File: src/rtl/adsr_pkg.sv
// Shared types and constants for the ADSR envelope slot.
// Optional feature macro: ADSR_AUTO_RELEASE_EN (adds the sustain-duration register).
package adsr_pkg;

    // Envelope FSM states; encodings are visible to software through read_data.
    typedef enum logic [2:0] {
        ST_IDLE    = 3'd0,
        ST_ATTACK  = 3'd1,
        ST_DECAY   = 3'd2,
        ST_SUSTAIN = 3'd3,
        ST_RELEASE = 3'd4
    } adsr_state_t;

    // Full-scale accumulator value (1.0 in Q2.14 on the upper half).
    localparam logic [31:0] ENV_MAX     = 32'h4000_0000;
    localparam logic [15:0] SUSTAIN_MAX = 16'h4000;

    // Register map (addr[2:0]).
    localparam logic [2:0] ADDR_ATTACK   = 3'd0;
    localparam logic [2:0] ADDR_DECAY    = 3'd1;
    localparam logic [2:0] ADDR_SUSTAIN  = 3'd2;
    localparam logic [2:0] ADDR_RELEASE  = 3'd3;
    localparam logic [2:0] ADDR_CMD      = 3'd4;
    localparam logic [2:0] ADDR_DURATION = 3'd5;

    // Sustain levels above unity are stored as unity.
    function automatic logic [15:0] clamp_sustain(input logic [15:0] v);
        logic [15:0] res;
        if (v > SUSTAIN_MAX) begin
            res = SUSTAIN_MAX;
        end else begin
            res = v;
        end
        return res;
    endfunction

endpackage

File: src/rtl/adsr_core.sv
// ADSR envelope FSM and 32-bit amplitude accumulator.
// Commands (start/stop pulses) take priority over the sample tick in the
// same cycle; the tick's arithmetic is then discarded.
// Optional feature macro: ADSR_AUTO_RELEASE_EN (sustain-duration auto release).
module adsr_core
    import adsr_pkg::*;
(
    input  logic        i_clk,
    input  logic        i_reset,
    input  logic        i_en,
    input  logic        i_start,
    input  logic        i_stop,
    input  logic [31:0] i_a_step,
    input  logic [31:0] i_d_step,
    input  logic [31:0] i_r_step,
    input  logic [15:0] i_sustain,
`ifdef ADSR_AUTO_RELEASE_EN
    input  logic [31:0] i_duration,
`endif
    output logic [31:0] o_acc,
    output adsr_state_t o_state,
    output logic        o_busy
);

    adsr_state_t r_state;
    adsr_state_t w_state_nxt;
    logic [31:0] r_acc;
    logic [31:0] w_acc_nxt;
    logic        r_busy;

    logic [31:0] w_sus;
    logic [32:0] w_att_sum;
    logic [31:0] w_dec_diff;
    logic        w_dec_uf;
    logic [31:0] w_rel_diff;
    logic        w_active;

`ifdef ADSR_AUTO_RELEASE_EN
    logic [31:0] r_cnt;
    logic [31:0] w_cnt_nxt;
`endif

    assign w_sus      = {i_sustain, 16'h0000};
    assign w_att_sum  = {1'b0, r_acc} + {1'b0, i_a_step};
    assign w_dec_diff = r_acc - i_d_step;
    assign w_dec_uf   = (r_acc < i_d_step);
    assign w_rel_diff = r_acc - i_r_step;
    assign w_active   = (r_state == ST_ATTACK) || (r_state == ST_DECAY) ||
                        (r_state == ST_SUSTAIN);

    // State, accumulator and busy registers.
    always_ff @(posedge i_clk) begin
        if (i_reset) begin
            r_state <= ST_IDLE;
            r_acc   <= 32'h0000_0000;
            r_busy  <= 1'b0;
`ifdef ADSR_AUTO_RELEASE_EN
            r_cnt   <= 32'd0;
`endif
        end else begin
            r_state <= w_state_nxt;
            r_acc   <= w_acc_nxt;
            r_busy  <= (w_state_nxt != ST_IDLE);
`ifdef ADSR_AUTO_RELEASE_EN
            r_cnt   <= w_cnt_nxt;
`endif
        end
    end

    // Next-state and accumulator update: commands first, then the tick.
    always_comb begin
        w_state_nxt = r_state;
        w_acc_nxt   = r_acc;
`ifdef ADSR_AUTO_RELEASE_EN
        w_cnt_nxt   = r_cnt;
`endif
        if (i_start) begin
            // Retrigger keeps the current amplitude to avoid a click.
            w_state_nxt = ST_ATTACK;
        end else if (i_stop && w_active) begin
            w_state_nxt = ST_RELEASE;
        end else if (i_en) begin
            case (r_state)
                ST_IDLE: begin
                    w_acc_nxt = 32'h0000_0000;
                end
                ST_ATTACK: begin
                    if ((i_a_step == 32'd0) || (w_att_sum >= {1'b0, ENV_MAX})) begin
                        w_acc_nxt   = ENV_MAX;
                        w_state_nxt = ST_DECAY;
                    end else begin
                        w_acc_nxt   = w_att_sum[31:0];
                    end
                end
                ST_DECAY: begin
                    if ((i_d_step == 32'd0) || w_dec_uf || (w_dec_diff <= w_sus)) begin
                        w_acc_nxt   = w_sus;
                        w_state_nxt = ST_SUSTAIN;
`ifdef ADSR_AUTO_RELEASE_EN
                        w_cnt_nxt   = 32'd0;
`endif
                    end else begin
                        w_acc_nxt   = w_dec_diff;
                    end
                end
                ST_SUSTAIN: begin
                    // Re-load every tick so sustain rewrites take effect.
                    w_acc_nxt = w_sus;
`ifdef ADSR_AUTO_RELEASE_EN
                    if ((i_duration != 32'd0) && (r_cnt == (i_duration - 32'd1))) begin
                        w_state_nxt = ST_RELEASE;
                    end else begin
                        w_cnt_nxt   = r_cnt + 32'd1;
                    end
`endif
                end
                ST_RELEASE: begin
                    if ((i_r_step == 32'd0) || (r_acc <= i_r_step)) begin
                        w_acc_nxt   = 32'h0000_0000;
                        w_state_nxt = ST_IDLE;
                    end else begin
                        w_acc_nxt   = w_rel_diff;
                    end
                end
                default: begin
                    w_acc_nxt   = 32'h0000_0000;
                    w_state_nxt = ST_IDLE;
                end
            endcase
        end else begin
            w_state_nxt = r_state;
            w_acc_nxt   = r_acc;
        end
    end

    assign o_acc   = r_acc;
    assign o_state = r_state;
    assign o_busy  = r_busy;

endmodule

File: src/rtl/mmio_adsr.sv
// MMIO slot wrapping the ADSR envelope core: register file, write decode
// and read-back mux. Envelope and busy come straight from core registers.
// Optional feature macro: ADSR_AUTO_RELEASE_EN (addr 5 sustain duration).
module mmio_adsr
    import adsr_pkg::*;
(
    input  logic        clk,
    input  logic        reset,
    input  logic        cs,
    input  logic        write,
    input  logic        read,
    input  logic [4:0]  addr,
    input  logic [31:0] write_data,
    output logic [31:0] read_data,
    input  logic        en,
    output logic [15:0] env,
    output logic        busy
);

    logic [31:0] r_a_step;
    logic [31:0] r_d_step;
    logic [31:0] r_r_step;
    logic [15:0] r_sustain;
`ifdef ADSR_AUTO_RELEASE_EN
    logic [31:0] r_duration;
`endif

    logic        w_wr;
    logic [2:0]  w_addr;
    logic        w_start;
    logic        w_stop;
    logic [31:0] w_acc;
    adsr_state_t w_state;
    logic [2:0]  w_state_bits;
    logic        w_busy;
    logic        w_unused;

    assign w_wr    = cs & write;
    assign w_addr  = addr[2:0];
    assign w_start = w_wr && (w_addr == ADDR_CMD) &&  write_data[0];
    assign w_stop  = w_wr && (w_addr == ADDR_CMD) && !write_data[0];

    // Step/sustain register file; writes become visible next cycle.
    always_ff @(posedge clk) begin
        if (reset) begin
            r_a_step   <= 32'd0;
            r_d_step   <= 32'd0;
            r_r_step   <= 32'd0;
            r_sustain  <= SUSTAIN_MAX;
`ifdef ADSR_AUTO_RELEASE_EN
            r_duration <= 32'd0;
`endif
        end else if (w_wr) begin
            case (w_addr)
                ADDR_ATTACK:   r_a_step   <= write_data;
                ADDR_DECAY:    r_d_step   <= write_data;
                ADDR_SUSTAIN:  r_sustain  <= clamp_sustain(write_data[15:0]);
                ADDR_RELEASE:  r_r_step   <= write_data;
`ifdef ADSR_AUTO_RELEASE_EN
                ADDR_DURATION: r_duration <= write_data;
`endif
                default: begin
                    r_a_step <= r_a_step;
                end
            endcase
        end else begin
            r_a_step <= r_a_step;
        end
    end

    adsr_core u_core (
        .i_clk      (clk),
        .i_reset    (reset),
        .i_en       (en),
        .i_start    (w_start),
        .i_stop     (w_stop),
        .i_a_step   (r_a_step),
        .i_d_step   (r_d_step),
        .i_r_step   (r_r_step),
        .i_sustain  (r_sustain),
`ifdef ADSR_AUTO_RELEASE_EN
        .i_duration (r_duration),
`endif
        .o_acc      (w_acc),
        .o_state    (w_state),
        .o_busy     (w_busy)
    );

    assign w_state_bits = w_state;
    assign env          = w_acc[31:16];
    assign busy         = w_busy;
    assign read_data    = {13'd0, w_state_bits, w_acc[31:16]};

    // Reads are combinational and address-independent; low acc bits are sub-LSB.
    assign w_unused = ^{read, addr[4:3], w_acc[15:0]};

endmodule

File: config.mk
export PLATFORM = sky130hd
export DESIGN_NAME = mmio_adsr
export DESIGN_NICKNAME = d
export VERILOG_FILES = /design/src/rtl/adsr_pkg.sv /design/src/rtl/adsr_core.sv /design/src/rtl/mmio_adsr.sv
export SDC_FILE = /design/constraint.sdc
export NUM_CORES = 1
export LEC_CHECK = 0
export CAP_MARGIN = 20
export CORE_ASPECT_RATIO = 0.8
export CORE_UTILIZATION = 35
export CTS_CLUSTER_SIZE = 10
export DETAILED_ROUTE_END_ITERATION = 8
export HOLD_SLACK_MARGIN = 0.03
export SLEW_MARGIN = 5
export SYNTH_ARGS = -nofsm -noshare
export SYNTH_HDL_FRONTEND = slang
export SYNTH_SLANG_ARGS = --single-unit
export TNS_END_PERCENT = 50
File: constraint.sdc
create_clock -name clk -period 5.9 [get_ports clk]
set_clock_uncertainty 0.05 [all_clocks]
set_input_delay 1.18 -clock clk [delete_from_list [all_inputs] [get_ports clk]]
set_output_delay 1.18 -clock clk [all_outputs]
set_load 0.005 [all_outputs]
==> impl_metrics.ini <==
[outcome]
status = finished, violations left
failed_checks = setup timing

[clock_tree]
cts-hold-fix-buffers = 0
cts_tree = built
root_buffer = clkbuf_16
clk_pin_slew_worst_paths_ns = 0.07
clk_latency_ns = 0.45
cts_max_path_buffers = 2
cts.sinks = 148
cts_max_level = 4
cts_inserted_buffers = 17

[pwr]
seqPwrFrac_pct = 38.4
p_int_mw = 1.84
p_comb_share_pct = 19.8
p_leak_nw = 6.13
clkPwrFrac_pct = 41.8
swShare_pct = 30.5
power_density_mw_per_mm2 = 179
vdd_drop_max_v = 0.000220
switching_power_mw = 0.807
power.total_mw = 2.65

[die]
num_rows = 59
core-area_sq_mm = 0.0329
io_pins = 92
start_util_pct = 36.0
die_y_um = 166
fp.dieW_um = 207
die_area_sq_mm = 0.0345

[cells_and_area]
fillerInstances = 3267
nNetsFinal = 1892
final_util_pct = 45.1
final_area_sq_mm = 0.0148
antennaDiodeCount = 0
areaGrowthSynthToFinish_pct = 25.3
stdcell_count = 2174
drive_above_1_share_pct = 15.4

[timing]
finalMaxSlewViolations = 0
slew_headroom_pct = 34.5
worst_slack_ns = -0.103
worst-slew-pin-transition_ns = 0.982
hold_violations = 0
setup_viol = 15
setup-tns-final_ns = -0.648
fin_crit_sh_pct = 102
period_needed_ns = 6.00
grt_setup_unrepaired = true
hold_ws_ns = 0.422
max_freq_mhz = 167

[synth]
post-synth-top-area-cell = dfxtp_1
synthTopCellsByArea = dfxtp_1 (25%), ha_1 (12%), nand2_1 (8.7%)
synthesis.area_sq_mm = 0.0118
yosysSeqAreaShare_pct = 25.1
synth_cell_types = 82
ys_seq_elements = 148
async_reset_ff_share_pct = 0
synth_ff_type = dfxtp_1
netlist.area_leader.share_pct = 25.1
synth.avg_cell_area_sq_um = 7.52
synth-edff-count = 0
syn_inst = 1573
yosysWarnings = 0

[worst_setup_path]
startpoint_type = flip-flop
endpoint_kind = flip-flop
reg2regPathDepth = 27
worst-path-max-fanout = 7
reg2reg_to = u_core.o_acc[16]$_SDFFE_PP0P_
cp_slowest_cell = or4_1
slowest_delay_ns = 0.45
r2r_slack_ns = -0.10
critPathKind = reg -> reg
cp_data_required_time_ns = 6.12
worstPathArrival_ns = 6.23
reg2reg_from = r_d_step[2]$_SDFFE_PP0P_

[global_routing]
first_global_vias = 11301
grt_antenna_before_repair = 0
grt.total_usage_pct = 24.8
grt.overflow.total = 0
grt_max_degree = 79
grt_pass1_wl_um = 66500

[worst_hold_path]
whs_endpoint = r_r_step[8]$_SDFFE_PP0P_
whs_path_depth = 2
min_path_type = reg -> reg
hold_start = r_r_step[8]$_SDFFE_PP0P_

[place]
hpwl_um = 32900
post-place-cells = 2122
gp_congestion = 0.961
post-place-ws_ns = -0.756
portBuffers = 75
postPlaceCellArea_sq_mm = 0.0137

[job]
drv_cap = 0

[drt]
drtIter0Drc = 1237
vias_per_cell = 5.67
remaining_drc_errors = 0
vias = 12317
routed_wirelength_um = 43700
post_drt_wl_per_cell_um = 20.1
drt_first_pass_iters = 6
ant_nets = 0
-- how the worst max path moves through the flow --
stage                                       from                            end  slack [ns]  depth (start not counted)
floorplan               r_d_step[4]$_SDFFE_PP0P_  u_core.o_acc[22]$_SDFFE_PP0P_        0.27                         25
global placement    u_core.o_acc[0]$_SDFFE_PP0P_  u_core.o_acc[16]$_SDFFE_PP0P_       -0.61                         27
detailed placement  u_core.o_acc[0]$_SDFFE_PP0P_  u_core.o_acc[16]$_SDFFE_PP0P_       -0.76                         27
CTS                 u_core.o_acc[0]$_SDFFE_PP0P_  u_core.o_acc[16]$_SDFFE_PP0P_       -0.06                         25
global route            r_d_step[2]$_SDFFE_PP0P_  u_core.o_acc[17]$_SDFFE_PP0P_       -0.35                         26
finish                  r_d_step[2]$_SDFFE_PP0P_  u_core.o_acc[16]$_SDFFE_PP0P_       -0.10                         27
-- power groups by stage --
| stage | clock network [mW] | logic [mW] | registers, mW |
|---|---|---|---|
| after global routing | 1.16 | 0.566 | 1.02 |
| after global placement | 0 | 0.469 | 1.04 |
| final | 1.11 | 0.524 | 1.02 |
| after floorplan | 0 | 0.282 | 1.04 |
| after CTS | 1.12 | 0.499 | 1.02 |
| after detailed placement | 0 | 0.471 | 1.04 |
-- critical path: cells and delay by family, from the launching register on --
kind,cells,cell delay (ns)
xor gates and xnor gates,1,0.12
adders and majority gates,2,0.61
DFF,1,0.33
AOI/OAI and AO/OA,12,2.44
and+or+nand+nor,6,1.46
buffers and inverters,6,0.80
-- per-layer routing --
metal / vias to the layer above / wire length [um] / track usage [%]
met2: 523 / 17600 / 35.5
met5: - / 0 / 0
met4: 0 / 702 / 5.87
met1: 5810 / 21100 / 37.2
li1: 5948 / - / -
met3: 36 / 4190 / 5.31
-- sequential cells by signal (all words and copies together), names as in the netlist --
signal	flops
r_r_step	32
r_a_step	32
u_core.o_busy	1
u_core.o_acc	32
r_sustain	16
r_d_step	32
u_core.o_state	3
-- placed cells by master (no fill, tap or decap), drive strengths merged, types with 14 or more instances in the layout --
master,instances
a21o,46
nor3,20
xnor2,52
nand4,21
inv,114
dfxtp,148
buf,166
ha,112
xor2,27
a31oi,14
nand2b,14
nand2,275
nor2,64
nor4,35
clkdlybuf4s50,74
clkbuf,19
o21ai,72
a21oi,193
nand3,21
a22o,17
o21a,22
a22oi,23
a211oi,19
-- cell usage after synthesis, types with 8 or more instances --
| cell | number |
|---|---|
| and3_1 | 8 |
| a22oi_1 | 21 |
| a311oi_1 | 8 |
| nand4_1 | 21 |
| clkbuf_1 | 57 |
| a211oi_1 | 16 |
| a222oi_1 | 12 |
| a21o_1 | 46 |
| o21bai_1 | 11 |
| a22o_1 | 17 |
| nand2b_1 | 14 |
| ha_1 | 112 |
| xor2_1 | 27 |
| a31oi_1 | 14 |
| nand2_1 | 275 |
| inv_1 | 108 |
| dfxtp_1 | 148 |
| a21oi_1 | 192 |
| o21a_1 | 22 |
| buf_4 | 45 |
| nor2_1 | 64 |
| nor3_1 | 19 |
| o21ai_0 | 66 |
| xnor2_1 | 52 |
| nand3_1 | 21 |
| nor2b_1 | 8 |
| o211ai_1 | 11 |
| nor4_1 | 34 |
-- final cells by class --
cell class                      instances  area, sq um  share of cell area [%]
Clock buffer                           18          439                    2.97
Clock inverter                         14          143                   0.963
Inverter                              108          405                    2.74
Multi-Input combinational cell       1218         8200                    55.4
Sequential cell                       148         2970                    20.1
Tap cell                              427          534                    3.61
Timing Repair Buffer                  241         2110                    14.3
-- logic make-up (layout without fill, tap and decap cells) --
logic type | after synthesis | in the layout | share of synthesized area [%]
AO/OA/AOI/OAI | 510 | 510 | 28.6
AND/OR/NAND/NOR | 497 | 497 | 19.1
buffers and inverters | 219 | 381 | 8.66
flip-flops | 148 | 148 | 25.1
adder cells (fa/ha/maj) | 115 | 115 | 12.4
XOR/XNOR | 79 | 79 | 5.85
multiplexers | 4 | 4 | 0.339
other | 1 | 13 | 0.0317
-- repair_timing --
item,4_1_cts,5_1_grt
gates resized for setup,30,39
pin swaps,22,21
cloned,2,1
endpoints found under the setup margin,34,34
buffers inserted,8,9
endpoints found under the hold margin,0,0
No activity file was read; power rests on OpenSTA's default activity.
